===== src/rtl/mul_hilo_ctrl_if.sv =====
// Handshake between the HI/LO controller and an external multi-cycle multiplier.
// The controller drives operands and a held start; the multiplier answers with a product and ready.
interface mul_hilo_ctrl_if;
    logic        mul_signed_o;
    logic [31:0] mul_a_o;
    logic [31:0] mul_b_o;
    logic        mul_start_o;
    logic [63:0] mul_result_i;
    logic        mul_ready_i;

    modport master (
        output mul_signed_o, mul_a_o, mul_b_o, mul_start_o,
        input  mul_result_i, mul_ready_i
    );

    modport slave (
        input  mul_signed_o, mul_a_o, mul_b_o, mul_start_o,
        output mul_result_i, mul_ready_i
    );
endinterface


===== src/rtl/mul_hilo_ctrl.sv =====
// HI/LO register file and multiplier sequencer for the EX stage (IDLE/BUSY/DRAIN/DONE).
// Optional macro HILO_BYPASS_EN forwards a same-cycle HI/LO write straight to hi_o/lo_o.
module mul_hilo_ctrl #(
    parameter logic [31:0] HILO_RST_VAL = 32'h0000_0000
) (
    input  logic                   clk,
    input  logic                   rst,
    input  logic                   ex_valid_i,
    input  logic [2:0]             op_i,
    input  logic [31:0]            rs_i,
    input  logic [31:0]            rt_i,
    input  logic                   flush_i,
    mul_hilo_ctrl_if.master        mul,
    output logic                   stall_o,
    output logic [31:0]            hi_o,
    output logic [31:0]            lo_o
);

    localparam logic [2:0] OP_MULT  = 3'b001;
    localparam logic [2:0] OP_MULTU = 3'b010;
    localparam logic [2:0] OP_MTHI  = 3'b011;
    localparam logic [2:0] OP_MTLO  = 3'b100;
    localparam logic [2:0] OP_MFHI  = 3'b101;
    localparam logic [2:0] OP_MFLO  = 3'b110;

    typedef enum logic [1:0] {
        IDLE  = 2'd0,
        BUSY  = 2'd1,
        DRAIN = 2'd2,
        DONE  = 2'd3
    } state_t;

    state_t      state;
    state_t      state_next;

    logic        live;
    logic        is_mul_op;
    logic        is_hilo_op;
    logic        accept;

    logic [31:0] hi_q;
    logic [31:0] lo_q;
    logic        hi_we;
    logic        lo_we;
    logic [31:0] hi_nx;
    logic [31:0] lo_nx;
    logic        stall;

    assign live       = ex_valid_i && !flush_i;
    assign is_mul_op  = (op_i == OP_MULT) || (op_i == OP_MULTU);
    assign is_hilo_op = (op_i inside {OP_MULT, OP_MULTU, OP_MTHI, OP_MTLO, OP_MFHI, OP_MFLO});
    assign accept     = (state == IDLE) && live && is_mul_op;

    // State register
    always_ff @(posedge clk or negedge rst) begin
        if (!rst) begin
            state <= IDLE;
        end else begin
            state <= state_next;
        end
    end

    // Next state: a flush in BUSY always beats a coincident ready
    always_comb begin
        state_next = state;
        case (state)
            IDLE: begin
                if (accept) begin
                    state_next = BUSY;
                end
            end
            BUSY: begin
                if (flush_i) begin
                    state_next = mul.mul_ready_i ? DONE : DRAIN;
                end else if (mul.mul_ready_i) begin
                    state_next = DONE;
                end
            end
            DRAIN: begin
                if (mul.mul_ready_i) begin
                    state_next = DONE;
                end
            end
            DONE: begin
                state_next = IDLE;
            end
            default: begin
                state_next = IDLE;
            end
        endcase
    end

    // Outputs and HI/LO write enables; everything is forced quiet while reset is low
    always_comb begin
        stall = 1'b0;
        hi_we = 1'b0;
        lo_we = 1'b0;
        hi_nx = hi_q;
        lo_nx = lo_q;
        if (rst) begin
            case (state)
                IDLE: begin
                    stall = accept;
                    if (live && (op_i == OP_MTHI)) begin
                        hi_we = 1'b1;
                        hi_nx = rs_i;
                    end
                    if (live && (op_i == OP_MTLO)) begin
                        lo_we = 1'b1;
                        lo_nx = rs_i;
                    end
                end
                BUSY: begin
                    stall = 1'b1;
                    if (mul.mul_ready_i && !flush_i) begin
                        hi_we = 1'b1;
                        lo_we = 1'b1;
                        hi_nx = mul.mul_result_i[63:32];
                        lo_nx = mul.mul_result_i[31:0];
                    end
                end
                DRAIN: begin
                    // The orphaned product is still in flight; hold back anything touching HI/LO
                    stall = ex_valid_i && is_hilo_op;
                end
                DONE: begin
                    stall = 1'b0;
                end
                default: begin
                    stall = 1'b0;
                end
            endcase
        end
    end

    assign stall_o = stall;

    // Multiplier request: start stays up for as long as a product is outstanding
    always_ff @(posedge clk or negedge rst) begin
        if (!rst) begin
            mul.mul_start_o  <= 1'b0;
            mul.mul_signed_o <= 1'b0;
            mul.mul_a_o      <= 32'h0000_0000;
            mul.mul_b_o      <= 32'h0000_0000;
        end else begin
            mul.mul_start_o <= (state_next == BUSY) || (state_next == DRAIN);
            if (accept) begin
                mul.mul_signed_o <= (op_i == OP_MULT);
                mul.mul_a_o      <= rs_i;
                mul.mul_b_o      <= rt_i;
            end
        end
    end

    always_ff @(posedge clk or negedge rst) begin
        if (!rst) begin
            hi_q <= HILO_RST_VAL;
            lo_q <= HILO_RST_VAL;
        end else begin
            if (hi_we) begin
                hi_q <= hi_nx;
            end
            if (lo_we) begin
                lo_q <= lo_nx;
            end
        end
    end

`ifdef HILO_BYPASS_EN
    assign hi_o = hi_we ? hi_nx : hi_q;
    assign lo_o = lo_we ? lo_nx : lo_q;
`else
    assign hi_o = hi_q;
    assign lo_o = lo_q;
`endif

endmodule


===== src/flat_wrapper.sv =====
// flat-port wrapper written by rule: the top's interface ports become plain ports
module mul_hilo_ctrl_flat 
#(
    parameter logic [31:0] HILO_RST_VAL = 32'h0000_0000
)
  (clk, rst, ex_valid_i, op_i, rs_i, rt_i, flush_i, stall_o, hi_o, lo_o, mul_mul_signed_o, mul_mul_a_o, mul_mul_b_o, mul_mul_start_o, mul_mul_result_i, mul_mul_ready_i);
  mul_hilo_ctrl_if mul_i ();
  input  logic clk;
  input  logic rst;
  input  logic ex_valid_i;
  input  logic [2:0] op_i;
  input  logic [31:0] rs_i;
  input  logic [31:0] rt_i;
  input  logic flush_i;
  output logic stall_o;
  output logic [31:0] hi_o;
  output logic [31:0] lo_o;
  output wire logic [$bits(mul_i.mul_signed_o)-1:0] mul_mul_signed_o;
  output wire logic [$bits(mul_i.mul_a_o)-1:0] mul_mul_a_o;
  output wire logic [$bits(mul_i.mul_b_o)-1:0] mul_mul_b_o;
  output wire logic [$bits(mul_i.mul_start_o)-1:0] mul_mul_start_o;
  input wire logic [$bits(mul_i.mul_result_i)-1:0] mul_mul_result_i;
  input wire logic [$bits(mul_i.mul_ready_i)-1:0] mul_mul_ready_i;
  assign mul_mul_signed_o = mul_i.mul_signed_o;
  assign mul_mul_a_o = mul_i.mul_a_o;
  assign mul_mul_b_o = mul_i.mul_b_o;
  assign mul_mul_start_o = mul_i.mul_start_o;
  assign mul_i.mul_result_i = mul_mul_result_i;
  assign mul_i.mul_ready_i = mul_mul_ready_i;
  mul_hilo_ctrl #(.HILO_RST_VAL(HILO_RST_VAL)) u_core (.clk(clk), .rst(rst), .ex_valid_i(ex_valid_i), .op_i(op_i), .rs_i(rs_i), .rt_i(rt_i), .flush_i(flush_i), .mul(mul_i), .stall_o(stall_o), .hi_o(hi_o), .lo_o(lo_o));
endmodule

===== config.mk =====
export PLATFORM = sky130hd
export DESIGN_NAME = mul_hilo_ctrl_flat
export DESIGN_NICKNAME = d
export VERILOG_FILES = /design/src/rtl/mul_hilo_ctrl_if.sv /design/src/rtl/mul_hilo_ctrl.sv /design/src/flat_wrapper.sv
export SDC_FILE = /design/constraint.sdc
export NUM_CORES = 1
export LEC_CHECK = 0
export CAP_MARGIN = 20
export CORE_AREA = 2 2 157 144
export CTS_CLUSTER_SIZE = 28
export DETAILED_ROUTE_END_ITERATION = 10
export DIE_AREA = 0 0 159 146
export PLACE_DENSITY_LB_ADDON = 0.2
export SYNTH_ARGS = -nofsm -noshare
export SYNTH_HDL_FRONTEND = slang
export SYNTH_SLANG_ARGS = --single-unit

===== constraint.sdc =====
create_clock -name clk -period 5.6 [get_ports clk]
set_clock_uncertainty 0.2 [all_clocks]
set_input_delay 1.12 -clock clk [delete_from_list [all_inputs] [get_ports clk]]
set_output_delay 1.12 -clock clk [all_outputs]
set_load 0.05 [all_outputs]

Word level (Yosys, flattened, before mapping)

Index checks and enable logic that the tools add are counted.
Widths: inputs -> output; s select.

Output and inout port bits: 131
Register bits after elaboration: 132
Bits of input ports: 136

Equal/unequal tests: 14
Muxes and demuxes: 20
Reductions and logical operators: 15

Operators by type and width:

| operator           | count |
|---|---|
| $mux 32            | 4 |
| $pmux 32 s2        | 2 |
| $reduce_and 5->1   | 2 |
| $eq 3x3->1 const B | 3 |
| $pmux 2 s4         | 1 |
| $logic_and 1x1->1  | 7 |
| $mux 1             | 7 |
| $eq 2x2->1 const B | 3 |
| $eq 3x2->1 const B | 2 |
| $mux 2             | 3 |
| $reduce_bool 6->1  | 1 |
| $eq 2x1->1 const B | 2 |
| $ne 2x2->1 const B | 2 |
| $pmux 1 s2         | 2 |
| $pmux 1 s4         | 1 |
| $eq 3x1->1 const B | 1 |
| $logic_not 2->1    | 1 |
| $logic_or 1x1->1   | 2 |
| $ne 2x1->1 const B | 1 |
| $reduce_bool 2->1  | 1 |
| $logic_not 1->1    | 1 |

Longest topological paths before layout

Depth in word-level cells: 8
Mapped depth: 6
Gate-level depth less buffers: 4

Least setup slack after synthesis

No wires, ideal clock.

Path kind: input port to output port
Start: input port flush_i
End: output port stall_o
Setup slack: 1.215 ns
Cell stages on the path: 6
Arrival time: 3.065 ns
Required time: 4.280 ns
Cells stage by stage: or4b_4 -> nor3_2 -> buf_4 -> buf_4 -> a31oi_1 -> a21oi_1

Longest elaborated chain between the ends: 6

RTL lines:

| what                           | RTL line             | source |
|---|---|---|
| from (decl)                    | flat_wrapper.sv:14   | `input logic flush_i;` |
| $logic_not 1->1                | mul_hilo_ctrl.sv:49  | `assign live = ex_valid_i && !flush_i;` |
| $logic_and 1x1->1              | mul_hilo_ctrl.sv:49  |  |
| $logic_and 1x1->1 (2 in a row) | mul_hilo_ctrl.sv:52  | `assign accept = (state == IDLE) && live && is_mul_op;` |
| $pmux 1 s4                     | mul_hilo_ctrl.sv:101 | `case (state)` |
| $mux 1                         | mul_hilo_ctrl.sv:100 | `if (rst) begin` |
| to (decl)                      | flat_wrapper.sv:15   | `output logic stall_o;` |

No other way between the ends.

Final worst setup path

Same ends and word-level chain as after synthesis.

==> run_summary.xml <==
<?xml version="1.0" encoding="UTF-8"?>
<metrics>
  <group name="logic_synthesis">
    <metric name="postSynthNetCount" unit="">621</metric>
    <metric name="syn_avg_cell_area" unit="um^2">11.41</metric>
    <metric name="synth.top_cells.by_area" unit="">sky130_fd_sc_hd__dfrtp_1, sky130_fd_sc_hd__mux2_2, sky130_fd_sc_hd__nand2_1</metric>
    <metric name="netlist-cell-type-count" unit="">28</metric>
    <metric name="sequential_to_total_area_share_from_yosys_stat" unit="%">59.70</metric>
    <metric name="yosys_warnings" unit="">0</metric>
    <metric name="synth-seq-cells" unit="">132</metric>
    <metric name="synth_cells" unit="">485</metric>
    <metric name="synth.largest_area_cell" unit="">sky130_fd_sc_hd__dfrtp_1</metric>
    <metric name="yosys.area.top_type_share" unit="%">59.70</metric>
    <metric name="synth_area" unit="um^2">5533</metric>
  </group>
  <group name="detailed_routing">
    <metric name="drt_first_iter_violations" unit="">201</metric>
    <metric name="detail_route.vias_per_cell" unit="">4.517</metric>
    <metric name="final_routed_wirelength" unit="mm">18.62</metric>
    <metric name="route.vias.total" unit="">4729</metric>
    <metric name="post_route_drc" unit="">0</metric>
    <metric name="detail_route.first_pass.iterations" unit="">4</metric>
    <metric name="post_dr_wirelength_cell" unit="um">17.78</metric>
    <metric name="postRouteAntennaNets" unit="">0</metric>
  </group>
  <group name="setup_path">
    <metric name="timing.setup.critical_path_class" unit="">in -&gt; out</metric>
    <metric name="worst_setup_path_start_kind" unit="">primary input</metric>
    <metric name="maximum_fanout_encountered_on_the_critical_timing_path" unit="">5</metric>
    <metric name="cp_data_required_time" unit="ps">4280</metric>
    <metric name="worst_ep_arrival_time" unit="ps">3440</metric>
    <metric name="critPathCaptureType" unit="">primary output</metric>
  </group>
  <group name="die">
    <metric name="fp.dieArea" unit="um^2">23210</metric>
    <metric name="core_area" unit="um^2">21440</metric>
    <metric name="start_util" unit="%">25.81</metric>
    <metric name="core.rowCount" unit="">51</metric>
    <metric name="design.portCount" unit="">267</metric>
    <metric name="floorplan.die.width" unit="um">159</metric>
    <metric name="die_h" unit="um">146</metric>
  </group>
  <group name="timing">
    <metric name="post-route-worst-setup-slack" unit="ps">835.5</metric>
    <metric name="maxClockFrequency" unit="MHz">209.9</metric>
    <metric name="rsz_0062_raised_after_global_routing" unit="">no</metric>
    <metric name="hold_viol" unit="">0</metric>
    <metric name="slew_violations" unit="">0</metric>
    <metric name="finalWorstPathRequiredPeriod" unit="ps">4764</metric>
    <metric name="period_share" unit="%">85.08</metric>
    <metric name="tightestPinTransition" unit="ps">947.7</metric>
    <metric name="max_slew_margin" unit="%">36.82</metric>
    <metric name="setup_viol_count_final" unit="">0</metric>
    <metric name="hold-worst-slack" unit="ps">273.1</metric>
    <metric name="setup-tns-final" unit="ps">0</metric>
  </group>
  <group name="clocking">
    <metric name="cts_setup_buffers" unit="">0</metric>
    <metric name="post_cts.resized_instances" unit="">0</metric>
    <metric name="clock_latency" unit="ps">410</metric>
    <metric name="numCtsBuffers" unit="">17</metric>
    <metric name="clk_path_buf_depth" unit="">2</metric>
    <metric name="clk_root_buffer_cell" unit="">sky130_fd_sc_hd__clkbuf_16</metric>
    <metric name="clkTransAtPathRegs" unit="ps">50</metric>
    <metric name="postCtsHoldBufs" unit="">0</metric>
    <metric name="htree_levels" unit="">4</metric>
    <metric name="tritoncts" unit="">built</metric>
    <metric name="numClockSinks" unit="">132</metric>
  </group>
  <group name="placed_design">
    <metric name="portBuffers" unit="">266</metric>
    <metric name="place.detailed.hpwl" unit="mm">12.65</metric>
    <metric name="finalWeightedCongestion" unit="">0.7560</metric>
    <metric name="dp_slack" unit="ps">827.3</metric>
  </group>
  <group name="global_routing">
    <metric name="via_count_of_the_first_global_routing_pass" unit="">5183</metric>
    <metric name="track_usage" unit="%">16.30</metric>
    <metric name="grt_first_pass_wirelength" unit="mm">29.62</metric>
    <metric name="antenna_violations_before_repair" unit="">0</metric>
    <metric name="largest_net_degree_at_the_start_of_global_routing" unit="">83</metric>
    <metric name="gr-total-overflow" unit="">0</metric>
  </group>
  <group name="flow_run">
    <metric name="maxCapViolCount" unit="">0</metric>
  </group>
  <group name="pwr">
    <metric name="power.density_cell_area" unit="nW/um^2">687.0</metric>
    <metric name="power" unit="mW">6.219</metric>
    <metric name="leakagePower" unit="nW">3.909</metric>
    <metric name="irDropWorstVdd" unit="mV">0.2655</metric>
  </group>
  <group name="final_layout">
    <metric name="layout.cells.most_common" unit="">sky130_fd_sc_hd__clkdlybuf4s50_1</metric>
    <metric name="final_cell_mix" unit="">sky130_fd_sc_hd__clkdlybuf4s50_1, sky130_fd_sc_hd__dfrtp_1, sky130_fd_sc_hd__nand2_1</metric>
    <metric name="syn_to_final_growth" unit="%">63.61</metric>
    <metric name="drive_gt1_share" unit="%">14.81</metric>
    <metric name="num-nets-final" unit="">879</metric>
    <metric name="num_antenna_cells" unit="">0</metric>
  </group>
  <group name="status">
    <metric name="status" unit="">finished clean</metric>
  </group>
  <group name="worst_hold_path">
    <metric name="worst_hold_path_type" unit="">reg -&gt; reg</metric>
  </group>
</metrics>
## worst max-delay path, cell delays in order
cell,delay [ps]
sky130_fd_sc_hd__clkdlybuf4s50_1,470
sky130_fd_sc_hd__or4b_4,570
sky130_fd_sc_hd__nor3_4,190
sky130_fd_sc_hd__a31oi_1,70
sky130_fd_sc_hd__a21oi_1,170
sky130_fd_sc_hd__clkdlybuf4s50_1,840
## layer usage
layer | vias to the layer above | global-route usage, % | routed length (um)
li1 | 2228 | - | -
met1 | 2317 | 19.61 | 7789
met2 | 170 | 26.76 | 9026
met5 | - | 0 | 0
met4 | 0 | 4.364 | 210
met3 | 14 | 7.068 | 1588
## final timing paths
| path | start | end | slack [ps] | depth (start not counted) |
|---|---|---|---|---|
| max | flush_i | stall_o | 840 | 6 |
| min | u_core.lo_o[7]$_DFFE_PN0P_ | u_core.lo_o[7]$_DFFE_PN0P_ | 270 | 1 |
| max reg2reg | u_core.state[1]$_DFF_PN0_ | u_core.mul.mul_b_o[21]$_DFFE_PN0P_ | 2750 | 4 |
| min reg2reg | u_core.lo_o[7]$_DFFE_PN0P_ | u_core.lo_o[7]$_DFFE_PN0P_ | 270 | 1 |
| max in group asynchronous | rst | u_core.hi_o[1]$_DFFE_PN0P_ | 3600 | 3 |
| min in group asynchronous | rst | u_core.mul.mul_b_o[25]$_DFFE_PN0P_ | 450 | 1 |
## report_power, final
part / internal (mW) / total, mW / switching (mW)
sequential: 1.41 / 1.67 / 0.262
combinational: 1.21 / 3.51 / 2.31
clock: 0.581 / 1.04 / 0.454
## state kept, by name, summed over array words and instances (netlist names)
| signal | cells |
|---|---|
| u_core.hi_o | 32 |
| u_core.state | 2 |
| u_core.mul.mul_start_o | 1 |
| u_core.mul.mul_a_o | 32 |
| u_core.mul.mul_b_o | 32 |
| u_core.mul.mul_signed_o | 1 |
| u_core.lo_o | 32 |
## synth_stat cells (all sizes together)
master / instances
and3b: 1
a21boi: 1
or3: 1
xnor2: 1
nand3: 1
nand2: 97
a221o: 1
clkbuf: 19
inv: 1
o21bai: 2
a21o: 32
nor2b: 2
a21oi: 65
mux2: 64
nand2b: 3
nor2: 3
nor3: 2
and2: 1
a211oi: 1
o31ai: 1
or4bb: 2
buf: 16
a31oi: 33
dfrtp: 132
o22a: 2
or4b: 1
## through the flow
stage | instance area (um^2) | utilization [%] | std cells
final | 9052 | 42.22 | 1047
after global routing | 9052 | 42.22 | 1047
after CTS | 9025 | 42.09 | 1046
after detailed placement | 8482 | 39.56 | 1014
after global placement | 8482 | 39.56 | 1014
after floorplan | 5533 | - | 485
## final cells by class
cell class	count	area, um^2
Clock buffer	18	439.2
Multi-Input combinational cell	317	2095
Clock inverter	14	103.9
Sequential cell	132	3303
Tap cell	291	364.1
Inverter	1	3.754
Timing Repair Buffer	274	2744
Fill cell	2094	12390
## logic make-up (layout without fill, tap and decap cells)
kind of cell / after synthesis / after routing / share of synthesized area, %
muxes: 64 / 64 / 13.03
xor gates and xnor gates: 1 / 1 / 0.1583
and+or+nand+nor: 114 / 114 / 8.752
DFF: 132 / 132 / 59.70
buffers and inverters: 36 / 307 / 2.985
AOI/OAI and AO/OA: 138 / 138 / 15.38
No activity file was read; power rests on OpenSTA's default activity.
